$ cat config.mk
export PLATFORM = sky130hd
export DESIGN_NAME = cpu_reset_sequencer
export DESIGN_NICKNAME = d
export VERILOG_FILES = /design/src/rtl/cpu_reset_sequencer.sv
export SDC_FILE = /design/constraint.sdc
export NUM_CORES = 1
export LEC_CHECK = 0
export ABC_CLOCK_PERIOD_IN_PS = 2200
export CAP_MARGIN = 20
export CORE_ASPECT_RATIO = 1.2
export CORE_MARGIN = 2
export CORE_UTILIZATION = 47
export DETAILED_ROUTE_END_ITERATION = 12
export PLACE_DENSITY = 0.73
export SLEW_MARGIN = 20
export SYNTH_ARGS = -nofsm -noshare
export SYNTH_HDL_FRONTEND = slang
export SYNTH_SLANG_ARGS = --single-unit
$ cat constraint.sdc
create_clock -name clk -period 2.2 [get_ports clk]
set_input_delay 0.44 -clock clk [delete_from_list [all_inputs] [get_ports clk]]
set_output_delay 0.44 -clock clk [all_outputs]
set_load 0.05 [all_outputs]
$ cat src/rtl/cpu_reset_sequencer.sv
// cpu_reset_sequencer: drives a programmable train of reset pulses into the
// cpu, then supervises the run phase with a halt-or-timeout watchdog.
// Extra pulses may be requested externally during GAP/RUN. All outputs are
// registered; status flags are sticky until this block is reset.
module cpu_reset_sequencer #(
  parameter int NUM_PULSES  = 2,
  parameter int FIRST_DELAY = 1,
  parameter int PULSE_WIDTH = 3,
  parameter int GAP_CYCLES  = 50,
  parameter int RUN_CYCLES  = 100,
  parameter int CW          = 16
) (
  input  logic          clk,
  input  logic          reset,
  input  logic          halt,
  input  logic          ext_rst_req,
  output logic          cpu_reset,
  output logic [2:0]    phase,
  output logic [7:0]    pulse_count,
  output logic [7:0]    ext_count,
  output logic [CW-1:0] cycle_count,
  output logic          done,
  output logic          pass,
  output logic          timeout
);

  // Interval counter is sized to the longest programmed interval so that a
  // narrow CW (cycle_count only) cannot truncate the timing.
  localparam int M_A   = (FIRST_DELAY > PULSE_WIDTH) ? FIRST_DELAY : PULSE_WIDTH;
  localparam int M_B   = (GAP_CYCLES > RUN_CYCLES) ? GAP_CYCLES : RUN_CYCLES;
  localparam int MAXP  = (M_A > M_B) ? M_A : M_B;
  localparam int CNT_W = $clog2(MAXP + 1);
  localparam int SW    = (NUM_PULSES > 1) ? $clog2(NUM_PULSES) : 1;
  localparam int NP_L  = (NUM_PULSES > 0) ? NUM_PULSES - 1 : 0;

  localparam logic [CNT_W-1:0] CNT_ONE = CNT_W'(1);
  localparam logic [CNT_W-1:0] FD_V    = CNT_W'(FIRST_DELAY);
  localparam logic [CNT_W-1:0] PW_M1   = CNT_W'(PULSE_WIDTH - 1);
  localparam logic [CNT_W-1:0] GAP_M1  = CNT_W'(GAP_CYCLES - 1);
  localparam logic [CNT_W-1:0] RUN_M1  = CNT_W'(RUN_CYCLES - 1);
  localparam logic [SW-1:0]    SCH_ONE = SW'(1);
  localparam logic [SW-1:0]    NP_LAST = SW'(NP_L);
  localparam logic [CW-1:0]    CC_ONE  = CW'(1);
  localparam logic [CW-1:0]    CC_MAX  = {CW{1'b1}};

  typedef enum logic [2:0] {
    S_DELAY  = 3'd0,
    S_PULSE  = 3'd1,
    S_GAP    = 3'd2,
    S_RUN    = 3'd3,
    S_XPULSE = 3'd4,
    S_DONE   = 3'd5
  } state_t;

  state_t           r_state;
  logic [CNT_W-1:0] r_cnt;
  logic [SW-1:0]    r_sched;
  logic             r_cpu_reset;
  logic [7:0]       r_pulse_count;
  logic [7:0]       r_ext_count;
  logic [CW-1:0]    r_cycle_count;
  logic             r_done;
  logic             r_pass;
  logic             r_timeout;

  // Free-running, saturating cycle counter since reset release.
  always_ff @(posedge clk) begin
    if (!reset)
      r_cycle_count <= '0;
    else if (r_cycle_count != CC_MAX)
      r_cycle_count <= r_cycle_count + CC_ONE;
  end

  // Sequencer FSM; cpu_reset and status are registered alongside the state
  // so every output changes on the same edge as phase.
  always_ff @(posedge clk) begin
    if (!reset) begin
      r_state       <= S_DELAY;
      r_cnt         <= '0;
      r_sched       <= '0;
      r_cpu_reset   <= 1'b0;
      r_pulse_count <= '0;
      r_ext_count   <= '0;
      r_done        <= 1'b0;
      r_pass        <= 1'b0;
      r_timeout     <= 1'b0;
    end else begin
      case (r_state)
        // The reset-release edge itself counts, hence compare against FD.
        S_DELAY: begin
          if (r_cnt == FD_V) begin
            r_cnt <= '0;
            if (NUM_PULSES > 0) begin
              r_state     <= S_PULSE;
              r_cpu_reset <= 1'b1;
            end else begin
              r_state <= S_RUN;
            end
          end else begin
            r_cnt <= r_cnt + CNT_ONE;
          end
        end

        S_PULSE: begin
          if (r_cnt == PW_M1) begin
            r_cnt       <= '0;
            r_cpu_reset <= 1'b0;
            if (r_pulse_count != 8'hFF)
              r_pulse_count <= r_pulse_count + 8'd1;
            if (r_sched == NP_LAST) begin
              r_state <= S_RUN;
            end else begin
              r_sched <= r_sched + SCH_ONE;
              r_state <= S_GAP;
            end
          end else begin
            r_cnt <= r_cnt + CNT_ONE;
          end
        end

        // An external request pre-empts the next scheduled pulse.
        S_GAP: begin
          if (ext_rst_req) begin
            r_state     <= S_XPULSE;
            r_cpu_reset <= 1'b1;
            r_cnt       <= '0;
          end else if (r_cnt == GAP_M1) begin
            r_state     <= S_PULSE;
            r_cpu_reset <= 1'b1;
            r_cnt       <= '0;
          end else begin
            r_cnt <= r_cnt + CNT_ONE;
          end
        end

        // Priority: halt, then external request, then watchdog expiry.
        S_RUN: begin
          if (halt) begin
            r_state <= S_DONE;
            r_done  <= 1'b1;
            r_pass  <= 1'b1;
          end else if (ext_rst_req) begin
            r_state     <= S_XPULSE;
            r_cpu_reset <= 1'b1;
            r_cnt       <= '0;
          end else if (r_cnt == RUN_M1) begin
            r_state   <= S_DONE;
            r_done    <= 1'b1;
            r_timeout <= 1'b1;
          end else begin
            r_cnt <= r_cnt + CNT_ONE;
          end
        end

        // Extra pulse always returns to a fresh watchdog window.
        S_XPULSE: begin
          if (r_cnt == PW_M1) begin
            r_state     <= S_RUN;
            r_cpu_reset <= 1'b0;
            r_cnt       <= '0;
            if (r_ext_count != 8'hFF)
              r_ext_count <= r_ext_count + 8'd1;
          end else begin
            r_cnt <= r_cnt + CNT_ONE;
          end
        end

        S_DONE: begin
          r_cpu_reset <= 1'b0;
        end

        default: begin
          r_state     <= S_DELAY;
          r_cnt       <= '0;
          r_cpu_reset <= 1'b0;
        end
      endcase
    end
  end

  assign cpu_reset   = r_cpu_reset;
  assign phase       = r_state;
  assign pulse_count = r_pulse_count;
  assign ext_count   = r_ext_count;
  assign cycle_count = r_cycle_count;
  assign done        = r_done;
  assign pass        = r_pass;
  assign timeout     = r_timeout;

endmodule

* Yosys cells after proc, flatten, opt, wreduce, memory -nomap -nowiden
Cells that the tools add are included.
** Word-level totals
- Register bits :: 47
- Input bits :: 4
- Output and inout bits :: 39
- Word-level logic and storage cells :: 81
** Operators by class
- Add/subtract/negate cells :: 5
- Equal/unequal tests :: 22
- Multiplexer cells :: 29
- Bitwise operators :: 3
- Reductions and logical operators :: 12
** Operators with widths (count)
- $mux 7 :: 7
- $pmux 7 s5 :: 1
- $mux 3 :: 8
- $pmux 3 s6 :: 1
- $add 16x1->16 const B :: 1
- $add 8x1->8 const B :: 2
- $ne 16x16->1 const B :: 1
- $ne 8x8->1 const B :: 2
- $ne 2x2->1 const B :: 6
- $reduce_and 3->1 :: 4
- $mux 1 :: 11
- $add 7x1->7 const B :: 1
- $eq 7x1->1 const B :: 1
- $eq 7x2->1 const B :: 1
- $eq 7x6->1 const B :: 1
- $eq 7x7->1 const B :: 1
- $eq 3x2->1 const B :: 2
- $eq 3x3->1 const B :: 2
- $ne 3x3->1 const B :: 2
- $reduce_and 6->1 :: 1
- $reduce_and 5->1 :: 1
- $ne 4x4->1 const B :: 1
- $pmux 1 s4 :: 1
- $reduce_and 2->1 :: 2
- other kinds (8) :: 10

* Depth between registers and ports, before layout
- Depth in word-level cells :: 5
- Depth in mapped cells :: 7
- Mapped depth without buffers :: 7

* Least setup slack after synthesis
OpenSTA, ideal clock, no wires.
- Path type :: flip-flop to flip-flop
- Start point :: reg r_state[2] (netlist: phase[2])
- End point :: reg r_ext_count[5] (netlist: ext_count[5])
- Setup time :: 128 ps
- Arrival time :: 2130 ps
- Data required time :: 2072 ps
- Slack :: -57 ps
- Cell stages (with the launch flop) :: 7
- Buffers on the path :: 1
- Clock period less this slack :: 2257 ps
- Path through :: dfxtp_1 > buf_2 > or3b_2 > nor4_1 > nand3_1 > mux2i_1 > nor2_1
** On the way
- Cells in the longest elaborated chain, start to end :: 2
** Ends and longest elaborated chain
- start: declaration :: line 55 : state_t r_state;
- start signal: assignment :: line 78 : r_state <= S_DELAY;
- start signal: assignment :: line 94 : r_state <= S_PULSE;
- start signal: assignment :: line 97 : r_state <= S_RUN;
- $eq 3x3->1 :: line 88 : case (r_state)
- $reduce_and 3->1 (no line)
- end signal: assignment :: line 162 : r_ext_count <= r_ext_count + 8'd1;
- end: declaration :: line 60 : logic [7:0] r_ext_count;
No other way between the ends.
A chain may end at the register's enable or synchronous reset.

* Final worst setup path
- Start point :: reg r_cnt[1]
- End point :: reg r_state[1] (netlist: phase[1])
** On the way
- Cells in the longest elaborated chain, start to end :: 3
- Elaborated cells on any way between the ends :: 10
- Those cells by class :: 9 x eq/ne; 1 x reduce/logical
** Ends and longest elaborated chain
- start: declaration :: line 56 : logic [CNT_W-1:0] r_cnt;
- start signal: assignment :: line 100 : r_cnt <= r_cnt + CNT_ONE;
- start signal: assignment :: line 117 : r_cnt <= r_cnt + CNT_ONE;
- start signal: assignment :: line 132 : r_cnt <= r_cnt + CNT_ONE;
- $eq 7x7->1, or another cell as far along :: line 146 : end else if (r_cnt == RUN_M1) begin
- $ne 4x4->1 (no line), or another cell as far along
- $reduce_and 6->1 (no line) (*)
- end signal: assignment :: line 143 : r_state <= S_XPULSE;
- end signal: assignment :: line 147 : r_state <= S_DONE;
- end signal: assignment :: line 158 : r_state <= S_RUN;
Every way passes the cells marked *; elsewhere a longest branch is shown, timed or not.

==> PnR_summary.wiki <==
{| class="wikitable"
! Metric !! Value
|-
| TritonCTS Sinks || 47
|-
| Worst hold path depth || 2
|-
| # H-tree levels || 2
|-
| Violation count after the first detailed-route iteration || 139
|-
| # port buffers || 42
|-
| Buffers inserted by post-CTS timing repair || 0
|-
| Worst Tran Pin Value || 0.515 ns
|-
| Clk network pwr share || 24.0%
|-
| Final hold viol count || 0
|-
| Number of unique standard cell types used by synthesis || 50
|-
| Mapped Cells || 293
|-
| Diodes inserted || 0
|-
| Post-route standard cell area excluding fillers || 3130 sq um
|-
| EDFF count, synth || 0
|-
| Vias || 2256
|-
| Leading area contributor after synthesis || sky130_fd_sc_hd__dfxtp_1
|-
| Syn_nets || 303
|-
| Placed cell areas || 3020 sq um
|-
| Die Span X || 69.6 um
|-
| # IOs || 43
|-
| Unrepaired setup endpoints after global routing || true
|-
| Total CTS buffers || 5
|-
| Fin Hold WS || 0.469 ns
|-
| Net switching share of the total power || 33.6%
|-
| Pin count of the biggest net entering global routing || 22
|-
| Clock input transition at the sequential cells of the worst setup and hold paths || 0.09 ns
|-
| Length of the first detailed-routing pass in iterations || 4
|-
| Routed WL per cell || 13.5 um
|-
| Insertion delay of the later-clocked pin in the worst-skew pair || 0.29 ns
|-
| Overall power consumption || 2260 uW
|-
| Post-route clock period utilization || 98.6%
|-
| Synth top cells by count || sky130_fd_sc_hd__dfxtp_1 (47), sky130_fd_sc_hd__nor2_1 (47), sky130_fd_sc_hd__nand2_1 (22)
|-
| DRC violations left || 0
|-
| Minimum period implied by the final worst setup slack || 2.17 ns
|-
| Relative slew slack || 65.5%
|-
| Number of global-route vias before repair || 2074
|-
| Share of the synthesized area in the top cell type || 38.7%
|-
| Critical Setup Path Class || flop to flop
|-
| Placement Rows || 28
|-
| Worst IR drop on VDD || 0.000407 V
|-
| Total number of nets in the final design || 359
|-
| Fraction of layout instances using a drive strength above 1 || 12.3%
|-
| Initial core utilization || 48.8%
|-
| Dominant register cell in the synthesized netlist || sky130_fd_sc_hd__dfxtp_1
|-
| Wire length of the first global-routing pass || 9310 um
|-
| Antenna violations before repair || 0
|-
| CP endpoint kind || flop
|-
| Ratio of routed vias to standard cells || 5.50
|-
| Status || finished, final reports clean
|-
| Reg power frac || 42.4%
|-
| Largest fanout on the critical path || 4
|-
| Mapped Avg Cell Area || 8.29 sq um
|-
| Buffer depth of the longest clock path || 2
|-
| Leakage component of the power || 0.00119 uW
|-
| Synth-to-Final Area Change || 28.9%
|-
| Final setup viols || 0
|-
| Arrival time worst endpoint || 2.39 ns
|-
| Highest Clock Rate || 461 MHz
|-
| Final Max Tran Viols || 0
|-
| Int Power || 1500 uW
|-
| Library cell used as clock root buffer || sky130_fd_sc_hd__clkbuf_8
|-
| Final global-route overflow total || 0
|-
| Launching element type of the critical path || flop
|-
| Clock tree from TritonCTS || yes
|-
| Final estimated routing congestion in global placement || 0.869
|-
| Sequential element share of the synthesized area || 38.7%
|-
| #FFs+latches synth || 47
|-
| Number of max-cap violations || 0
|-
| Worst Clk Skew || 0.0107 ns
|-
| Core area || 4970 sq um
|-
| R2R depth || 7
|-
| Number of hold-repair buffers added at the cts stage || 0
|-
| Overall routing resource usage || 19.7%
|-
| Switching pwr || 759 uW
|-
| Total power per unit cell area || 720 nW/um^2
|-
| Total number of yosys warnings || 0
|-
| Netlist area before placement || 2430 sq um
|-
| DIE HEIGHT || 82.8 um
|-
| Asr flop ratio synth || 0%
|-
| HPWL after detailed placement || 4050 um
|-
| Type of the tightest min-delay check || flop to flop
|-
| Leading cell types by total area after synthesis || sky130_fd_sc_hd__dfxtp_1 (39%), sky130_fd_sc_hd__nor2_1 (7.3%), sky130_fd_sc_hd__xnor2_1 (5.8%), sky130_fd_sc_hd__nand3_1 (3.7%), sky130_fd_sc_hd__nand2_1 (3.4%)
|-
| Combinational cell fraction of total power || 33.7%
|-
| Data required time of the worst path || 2.42 ns
|-
| Aggregate routed wire length || 5540 um
|-
| Full die area || 5760 sq um
|-
| ANT nets after route || 0
|}
-- per-layer routing --
layer | wire length [um] | share of wire (%) | global-route usage, % | vias up
li1 | - | - | - | 1163
met1 | 2510 | 45 | 23.5 | 1051
met2 | 2770 | 50 | 35.9 | 37
met3 | 188 | 3.4 | 3.64 | 5
met4 | 64 | 1.2 | 7.12 | 0
met5 | 0 | 0 | 0 | -
-- cell usage in the layout (no fill, tap or decap), drive strengths merged, types with 2 or more instances in the layout --
cell type	count
nand4b	2
xnor2	16
and2	4
o21ai	6
nor4	9
a211o	3
mux2i	4
a311oi	4
buf	20
a211oi	2
nand2	22
inv	7
ha	6
or3	5
nand3	18
dfxtp	47
a21oi	15
xor2	4
o41ai	2
clkdlybuf4s50	40
nand4	10
o31ai	2
and3	6
nor3	11
or3b	3
o211a	2
or2	2
nor2b	3
nor2	47
a22o	2
nor3b	2
clkbuf	7
-- logic make-up after synthesis --
family / after synthesis / synth area share [%]
muxes: 4 / 1.65
xor gates and xnor gates: 20 / 7.21
DFF: 47 / 38.7
and+or+nand+nor: 151 / 31.9
AOI/OAI and AO/OA: 46 / 14.4
buffers and inverters: 19 / 3.09
adders and majority gates: 6 / 3.09
-- flip-flops by register name, indices dropped and copies added, names as in the netlist --
signal and flops:
cpu_reset 1, cycle_count 16, done 1, ext_count 8, pass 1, phase 3
pulse_count 8, r_cnt 7, r_sched 1, timeout 1
-- final cells by class --
| cell class | count | area [sq um] |
|---|---|---|
| fill | 460 | 1840 |
| clock buffer | 7 | 86.3 |
| timing repair buffer | 61 | 563 |
| tap | 60 | 75.1 |
| multi-input combinational | 227 | 1430 |
| inverter | 7 | 26.3 |
| sequential | 47 | 945 |
| clock inverter | 1 | 8.76 |
-- power groups by stage --
stage	clock network (uW)	registers (uW)	logic, uW
after detailed placement	0	972	744
final	541	956	759
after CTS	557	956	749
after floorplan	0	1060	418
after global placement	0	967	735
after global routing	601	966	834
-- critical path, cell delays in order, from the launching register on --
cell and delay (ns):
sky130_fd_sc_hd__dfxtp_2 0.34, sky130_fd_sc_hd__inv_1 0.05, sky130_fd_sc_hd__ha_1 0.12, sky130_fd_sc_hd__or3b_4 0.39, sky130_fd_sc_hd__o311a_4 0.34, sky130_fd_sc_hd__or3_4 0.34
sky130_fd_sc_hd__or4_1 0.40, sky130_fd_sc_hd__a21oi_1 0.13
-- what timing repair did --
action | CTS | global route
resized for setup | 2 | 4
setup endpoints to repair | 1 | 6
endpoints found under the hold margin | 0 | 0
pin swaps | 1 | 0
-- final timing paths --
kind	from	endpoint	slack (ns)
max	r_cnt[1]	phase[1]	0.03
min	r_sched	r_sched	0.47
max reg2reg	r_cnt[1]	phase[1]	0.03
min reg2reg	r_sched	r_sched	0.47
-- metrics by stage --
step           instances  TNS [ns]  setup WS, ns  utilization, %
3_3_place_gp         402         0        0.0270            60.8
3_5_place_dp         402   -0.0163       -0.0163            60.8
5_1_grt              410   -0.0595       -0.0595            63.0
2_1_floorplan        293         0        0.0203               -
6_report             410         0        0.0298            63.0
4_1_cts              410         0        0.0272            62.7
No activity file was read; power rests on OpenSTA's default activity.
